File: src/rtl/mux_arb_pkg.sv
// Shared types and the circular priority search for the
// four-way round-robin mux arbiter.
package mux_arb_pkg;

  localparam int NUM_REQ = 4;

  typedef enum logic {
    IDLE  = 1'b0,
    GRANT = 1'b1
  } state_t;

  typedef struct packed {
    logic       found;
    logic [1:0] idx;
  } pick_t;

  // Walk downward so the entry closest to ptr wins last.
  function automatic pick_t rr_pick(
    input logic [3:0] req,
    input logic [1:0] ptr
  );
    pick_t      p;
    logic [1:0] i;
    p = '0;
    for (int k = NUM_REQ - 1; k >= 0; k--) begin
      i = ptr + 2'(k);
      if (req[i]) begin
        p.found = 1'b1;
        p.idx   = i;
      end
    end
    return p;
  endfunction

endpackage

File: src/rtl/mux4_rr_arbiter_pick.sv
// Combinational circular priority encoder: first set
// request at or after ptr, wrapping 3 to 0.
module rr_priority_pick
  import mux_arb_pkg::*;
(
  input  logic [3:0] req,
  input  logic [1:0] ptr,
  output logic [1:0] idx,
  output logic       found
);

  pick_t p;

  assign p     = rr_pick(req, ptr);
  assign idx   = p.idx;
  assign found = p.found;

endmodule

File: src/rtl/mux4_rr_arbiter.sv
// Round-robin arbiter sharing one 4:1 mux between four
// requesters, with a bounded hold time and registered data.
module mux4_rr_arbiter
  import mux_arb_pkg::*;
#(
  parameter int DATA_W   = 1,
  parameter int MAX_HOLD = 8
) (
  input  logic                  clk,
  input  logic                  rst_n,
  input  logic [3:0]            req,
  input  logic [4*DATA_W-1:0]   din,
  output logic [3:0]            gnt,
  output logic [1:0]            sel,
  output logic [DATA_W-1:0]     dout,
  output logic                  dout_valid,
  output logic                  busy
);

  localparam logic [7:0] HOLD_LIM = 8'(MAX_HOLD);

  state_t     state, state_n;
  logic [1:0] ptr, ptr_n;
  logic [1:0] sel_n;
  logic [3:0] gnt_n;
  logic [7:0] hold_cnt, hold_n;

  logic [3:0] own;
  logic [3:0] pick_req;
  logic [1:0] pick_ptr;
  logic [1:0] win;
  logic       found;
  logic       held;
  logic       at_max;

  // While granted, the owner is masked out and the search
  // starts just past it; in IDLE it starts at ptr.
  assign own      = (state == GRANT) ? (4'b0001 << sel) : 4'b0000;
  assign held     = |(req & own);
  assign pick_req = req & ~own;
  assign pick_ptr = (state == GRANT) ? sel + 2'd1 : ptr;
  assign at_max   = (hold_cnt == HOLD_LIM);
  assign busy     = (state == GRANT);

  rr_priority_pick u_pick (
    .req   (pick_req),
    .ptr   (pick_ptr),
    .idx   (win),
    .found (found)
  );

  always_comb begin
    state_n = state;
    ptr_n   = ptr;
    sel_n   = sel;
    gnt_n   = gnt;
    hold_n  = hold_cnt;
    unique case (state)
      IDLE: begin
        if (found) begin
          state_n = GRANT;
          gnt_n   = 4'b0001 << win;
          sel_n   = win;
          hold_n  = 8'd1;
        end
      end
      GRANT: begin
        if (!held) begin
          ptr_n = sel + 2'd1;
          if (found) begin
            gnt_n  = 4'b0001 << win;
            sel_n  = win;
            hold_n = 8'd1;
          end else begin
            state_n = IDLE;
            gnt_n   = 4'b0000;
            hold_n  = 8'd0;
          end
        end else if (at_max && found) begin
          ptr_n  = sel + 2'd1;
          gnt_n  = 4'b0001 << win;
          sel_n  = win;
          hold_n = 8'd1;
        end else if (!at_max) begin
          hold_n = hold_cnt + 8'd1;
        end
      end
      default: ;
    endcase
  end

  always_ff @(posedge clk) begin
    if (!rst_n) begin
      state      <= IDLE;
      ptr        <= 2'd0;
      sel        <= 2'd0;
      gnt        <= 4'b0000;
      hold_cnt   <= 8'd0;
      dout       <= '0;
      dout_valid <= 1'b0;
    end else begin
      state      <= state_n;
      ptr        <= ptr_n;
      sel        <= sel_n;
      gnt        <= gnt_n;
      hold_cnt   <= hold_n;
      dout_valid <= held;
      if (held)
        dout <= din[int'(sel)*DATA_W +: DATA_W];
    end
  end

endmodule

File: config.mk
export PLATFORM = sky130hd
export DESIGN_NAME = mux4_rr_arbiter
export DESIGN_NICKNAME = d
export VERILOG_FILES = /design/src/rtl/mux_arb_pkg.sv /design/src/rtl/mux4_rr_arbiter_pick.sv /design/src/rtl/mux4_rr_arbiter.sv
export SDC_FILE = /design/constraint.sdc
export NUM_CORES = 1
export LEC_CHECK = 0
export ABC_CLOCK_PERIOD_IN_PS = 6000
export CORE_ASPECT_RATIO = 1.4
export CORE_MARGIN = 1
export CORE_UTILIZATION = 46
export CTS_CLUSTER_SIZE = 8
export DETAILED_ROUTE_END_ITERATION = 12
export GPL_TIMING_DRIVEN = 0
export HOLD_SLACK_MARGIN = 0.1
export PLACE_DENSITY = 0.76
export SKIP_LAST_GASP = 1
export SYNTH_ARGS = -nofsm -noshare
export SYNTH_HDL_FRONTEND = slang
export SYNTH_SLANG_ARGS = --single-unit
File: constraint.sdc
create_clock -name clk -period 6 [get_ports clk]
set_input_delay 1.5 -clock clk [delete_from_list [all_inputs] [get_ports clk]]
set_output_delay 1.5 -clock clk [all_outputs]
set_load 0.01 [all_outputs]
Yosys cells after proc, flatten, opt, wreduce, memory -nomap -nowiden
Index checks and enable logic that the tools add are counted.

word-level totals
  output and inout bits = 9
  bits of input ports = 10
  flip-flop bits (word level) = 19
  word-level logic and storage cells = 67

operators by class
  $add $sub $neg = 5
  reductions and logical operators = 5
  order comparisons = 4
  bitwise gates (word level) = 4
  equality and inequality tests = 5
  mux-type cells = 34
  shifts and indexed selects = 3

operators with widths
  kind                 count
  $mux 8               4
  $mux 4               5
  $pmux 8 s2           1
  $lt 2x3->1 const B   4
  $mux 2               6
  $mux 3               4
  $add 8x1->8 const B  1
  $and 4x4->4          2
  $bmux 1 s2           4
  $eq 8x4->1 const B   1
  $pmux 4 s2           1
  $shl 1x2->4 const A  2
  $mux 1               7
  $reduce_and 2->1     3
  $add 2x1->2 const B  2
  $add 2x2->2 const B  2
  $ne 2x1->1 const B   2
  $ne 4x3->1 const B   1
  $not 4->4            1
  $pmux 2 s2           1
  $reduce_or 4->1      1
  $shiftx 4x3->1       1
  $ne 3x2->1 const B   1
  $pmux 1 s2           1
  2 further kinds      2

Depth between registers and ports, before layout
  depth after elaboration = 14
  depth in mapped cells = 9
  gate-level depth less buffers = 7

Hierarchy
A second synthesis with hierarchy kept.

unflattened totals
  cells, all modules = 135
  area total of the unflattened synthesis = 1179.9 um2

modules (own cells, without submodules)
  module            cells an instance  seq. area each (um2)  area each (um2)  instances
  mux4_rr_arbiter   120                380.4                 1098.6           1
  rr_priority_pick  15                 0.0                   81.3             1

Worst setup path before layout
No wires, ideal clock.

  path kind = input -> register
  start point = in req[2]
  end point = reg hold_cnt[3]
  arrival = 2.722 ns
  library setup time = 0.120 ns
  setup slack = 3.158 ns
  required time = 5.880 ns
  buffers on the path = 2
  stages = 7
  path through = a22o_1 or2_2 clkbuf_1 o221a_2 clkbuf_1 o211ai_1 nand2_1

on the way
  longest elaborated chain between the ends = 11
  elaborated cells between the ends (all ways) = 22
  classes of those cells = 2 x eq/ne; 15 x mux; 2 x bitwise; 3 x reduce/logical

RTL lines
  element                       RTL line                RTL
  start: declaration            mux4_rr_arbiter.sv:11   input logic [3:0] req,
  $and 4x4->4                   mux4_rr_arbiter.sv:40   assign pick_req = req & ~own;
  $bmux 1 s2                    mux_arb_pkg.sv:27       if (req[i]) begin
  $mux 1 (implied by the code)  mux_arb_pkg.sv:27
  $mux 3 (4 in series)          mux_arb_pkg.sv:27
  $logic_and 1x1->1             mux4_rr_arbiter.sv:79   end else if (at_max && found) begin
  $mux 8                        mux4_rr_arbiter.sv:79
  $mux 8                        mux4_rr_arbiter.sv:68   if (!held) begin
  $pmux 8 s2                    mux4_rr_arbiter.sv:58   unique case (state)
  end signal: assignment        mux4_rr_arbiter.sv:106  hold_cnt <= hold_n;
  end: declaration              mux4_rr_arbiter.sv:26   logic [7:0] hold_cnt, hold_n;

Several ways; a longest one is shown, not always the timed one. The select of a mux whose other input is x is not followed.
A chain may end at the register's enable or synchronous reset.

Final worst setup path
  start point = in req[1]
  end point = reg hold_cnt[5]

Same word-level chain as after synthesis.

==> impl_metrics.json <==
{
  "yosys-top-cells-area": "dfxtp_1 33%, ha_1 6.5%, nand2_1 5.9%, a21boi_1 5.2%, nor2_1 3.3%",
  "synthAdderAreaFrac_pct": 6.51,
  "leakagePower_nw": 0.532,
  "yosysTopAreaCell": "dfxtp_1",
  "synth-seq-cells": 19,
  "cts_setup_buffers": 0,
  "synth_flop_cell": "dfxtp_1",
  "synth-compound-area-share_pct": 26.5,
  "port_buffers": 17,
  "hp-class": "reg2reg",
  "tightest_slew_ns": 0.584,
  "gp_congestion": 0.817,
  "max_clock_freq_mhz": 316,
  "synthSimpleGateAreaFrac_pct": 24.0,
  "ctsHoldBuffers": 0,
  "die_x_um": 44.3,
  "route.vias.total": 1073,
  "die_area_um2": 2710,
  "setup_viol": 0,
  "cts_resized": 0,
  "dpl.hpwl_um": 1950,
  "total_power_uw": 350,
  "peakVddDrop_mv": 0.160,
  "slew_viol_final": 0,
  "clk_latency_ns": 0.30,
  "synth.distinct_cells": 45,
  "whs_path_depth": 2,
  "cts_sinks": 19,
  "critPathKind": "in2reg",
  "clockBufferDepth": 2,
  "syn_to_final_growth_pct": 20.8,
  "fp.dieH_um": 61.2,
  "layout-drive-gt1-share_pct": 10.2,
  "firstDrtPassIters": 4,
  "syn_area_um2": 1150,
  "worstPathRequired_ns": 6.26,
  "clk_pin_slew_ns": 0.11,
  "synth_common_cells": "19 x dfxtp_1, 18 x nand2_1, 10 x nor2_1",
  "status": "complete, no violations",
  "fin_tns_setup_ns": 0,
  "start_util_pct": 48.2,
  "drt-met1-wl_um": 1030,
  "max_cap_viol_count": 0,
  "maxSlewHeadroom_pct": 60.5,
  "rsz0062_at_grt": "false",
  "synth-edff-count": 0,
  "min_period_over_period_pct": 52.7,
  "root_buffer": "clkbuf_4",
  "grt_usage_pct": 21.0,
  "wl_per_cell_um": 12.7,
  "final_antenna_net_count": 0,
  "grt_start_max_net_pins": 12,
  "grt_remaining_overflow": 0,
  "dr_wl_met2_um": 1330,
  "pwr_density_cell_nw_per_um2": 251,
  "synth-seq-area-share_pct": 33.0,
  "critPathMaxFanout": 10,
  "drc": 0,
  "antenna_found_initial": 0,
  "drtIter0Drc": 14,
  "finClkSkew_ns": 0.00284,
  "dr.max_layer_used": "met4",
  "cts_inserted_buffers": 3,
  "synth_top_family_by_area": "compound AO/OA/AOI/OAI gates",
  "start_kind": "primary input",
  "cts_tree": "yes",
  "htree_levels": 1,
  "synth-xor-area-share_pct": 0,
  "routed_wl_um": 2430,
  "viasPerCell": 5.62,
  "core_um2": 2390,
  "syn_area_per_cell_um2": 8.47,
  "synthMuxAreaShare_pct": 4.99,
  "syn_inst": 136,
  "synth.most_common_cell": "dfxtp_1",
  "yosysTopAreaCellShare_pct": 33.0,
  "wl_met3_um": 48,
  "yosysWarnings": 0,
  "grt_pass1_vias": 1044,
  "r2r_cells": 9,
  "diodes": 0,
  "end_kind": "flip-flop",
  "grt_pass1_wl_um": 4330,
  "pin_count": 19,
  "hold_violations": 0,
  "synthesis.nets": 152,
  "worst_ep_arrival_time_ns": 3.42,
  "layout.nets": 174,
  "fin_crit_ns": 3.16,
  "rows": 21,
  "async_flop_share_pct": 0
}
==> registers in the layout, summed over array words and instances (netlist names) <==
name	count
busy	1
gnt	4
dout_valid	1
sel	2
hold_cnt	8
ptr	2
dout	1
==> worst max-delay path: stages <==
cell and delay [ns]:
clkdlybuf4s50_1 0.43, a21boi_1 0.19, nor4_4 0.42, o221a_2 0.27, clkbuf_1 0.37, o211ai_1 0.16, nand2_1 0.08
==> final timing paths <==
path / start / end / slack, ns
setup / recovery: req[1] / hold_cnt[5] / 2.84
hold / removal: gnt[0] / gnt[0] / 0.45
setup reg to reg: sel[0] / hold_cnt[5] / 3.55
hold reg to reg: gnt[0] / gnt[0] / 0.45
==> cell families after synthesis <==
| group | after synthesis |
|---|---|
| flip-flops | 19 |
| buffers and inverters | 13 |
| AND/OR/NAND/NOR | 52 |
| AO/OA/AOI/OAI | 42 |
| adder cells (fa/ha/maj) | 6 |
| multiplexers | 4 |
==> layout make-up <==
type                    count  area, um^2
fillers                   222         998
well taps                  34        42.5
clock buffers               3        22.5
clock inverters             1        5.00
plain buffers               5        27.5
repair buffers             17         170
inverters                   8        30.0
multi-input cells         104         714
flip-flops and latches     19         380
==> layout by cell type, fill, tap and decap left out, types with 2 or more instances in the layout <==
| cell type | instances |
|---|---|
| or2_2 | 2 |
| o211ai_1 | 2 |
| a22o_1 | 2 |
| or4b_1 | 2 |
| or4_1 | 2 |
| clkdlybuf4s50_1 | 17 |
| o21ai_0 | 2 |
| or3_1 | 2 |
| and2_1 | 3 |
| a21oi_1 | 4 |
| o21ai_1 | 5 |
| clkbuf_1 | 3 |
| nand2_1 | 18 |
| nor2_1 | 10 |
| ha_1 | 6 |
| a21oi_2 | 2 |
| inv_1 | 8 |
| dfxtp_1 | 19 |
| mux2i_1 | 2 |
| a21boi_1 | 8 |
| a31oi_1 | 2 |
| a21bo_2 | 2 |
| clkbuf_4 | 3 |
| nand3_1 | 6 |
| o22ai_1 | 2 |
==> power by group <==
group | total (mW) | switching, mW | leakage [nW] | internal, mW
logic | 0.130 | 0.0658 | 0.359 | 0.0644
clock network | 0.0664 | 0.0416 | 0.0177 | 0.0249
registers | 0.153 | 0.0133 | 0.155 | 0.140
==> through the flow <==
step                setup slack, ns  utilization (%)  cell area [um^2]  hold WS (ns)  std cells
finish                         2.84             58.2              1390         0.452        191
global route                   2.66             58.2              1390         0.482        191
CTS                            2.83             58.2              1390         0.455        191
detailed placement             2.50             57.1              1370         0.440        187
global placement               2.56             57.1              1370         0.443        187
floorplan                      3.16                -              1150         0.438        136
==> layer usage <==
layer | global-route usage [%] | vias to the layer above
met5 | 0 | -
met4 | 7.79 | 0
met3 | 3.52 | 4
met2 | 40.3 | 13
met1 | 22.6 | 515
li1 | - | 541
Note: power is estimated with default switching activity, not from simulation.
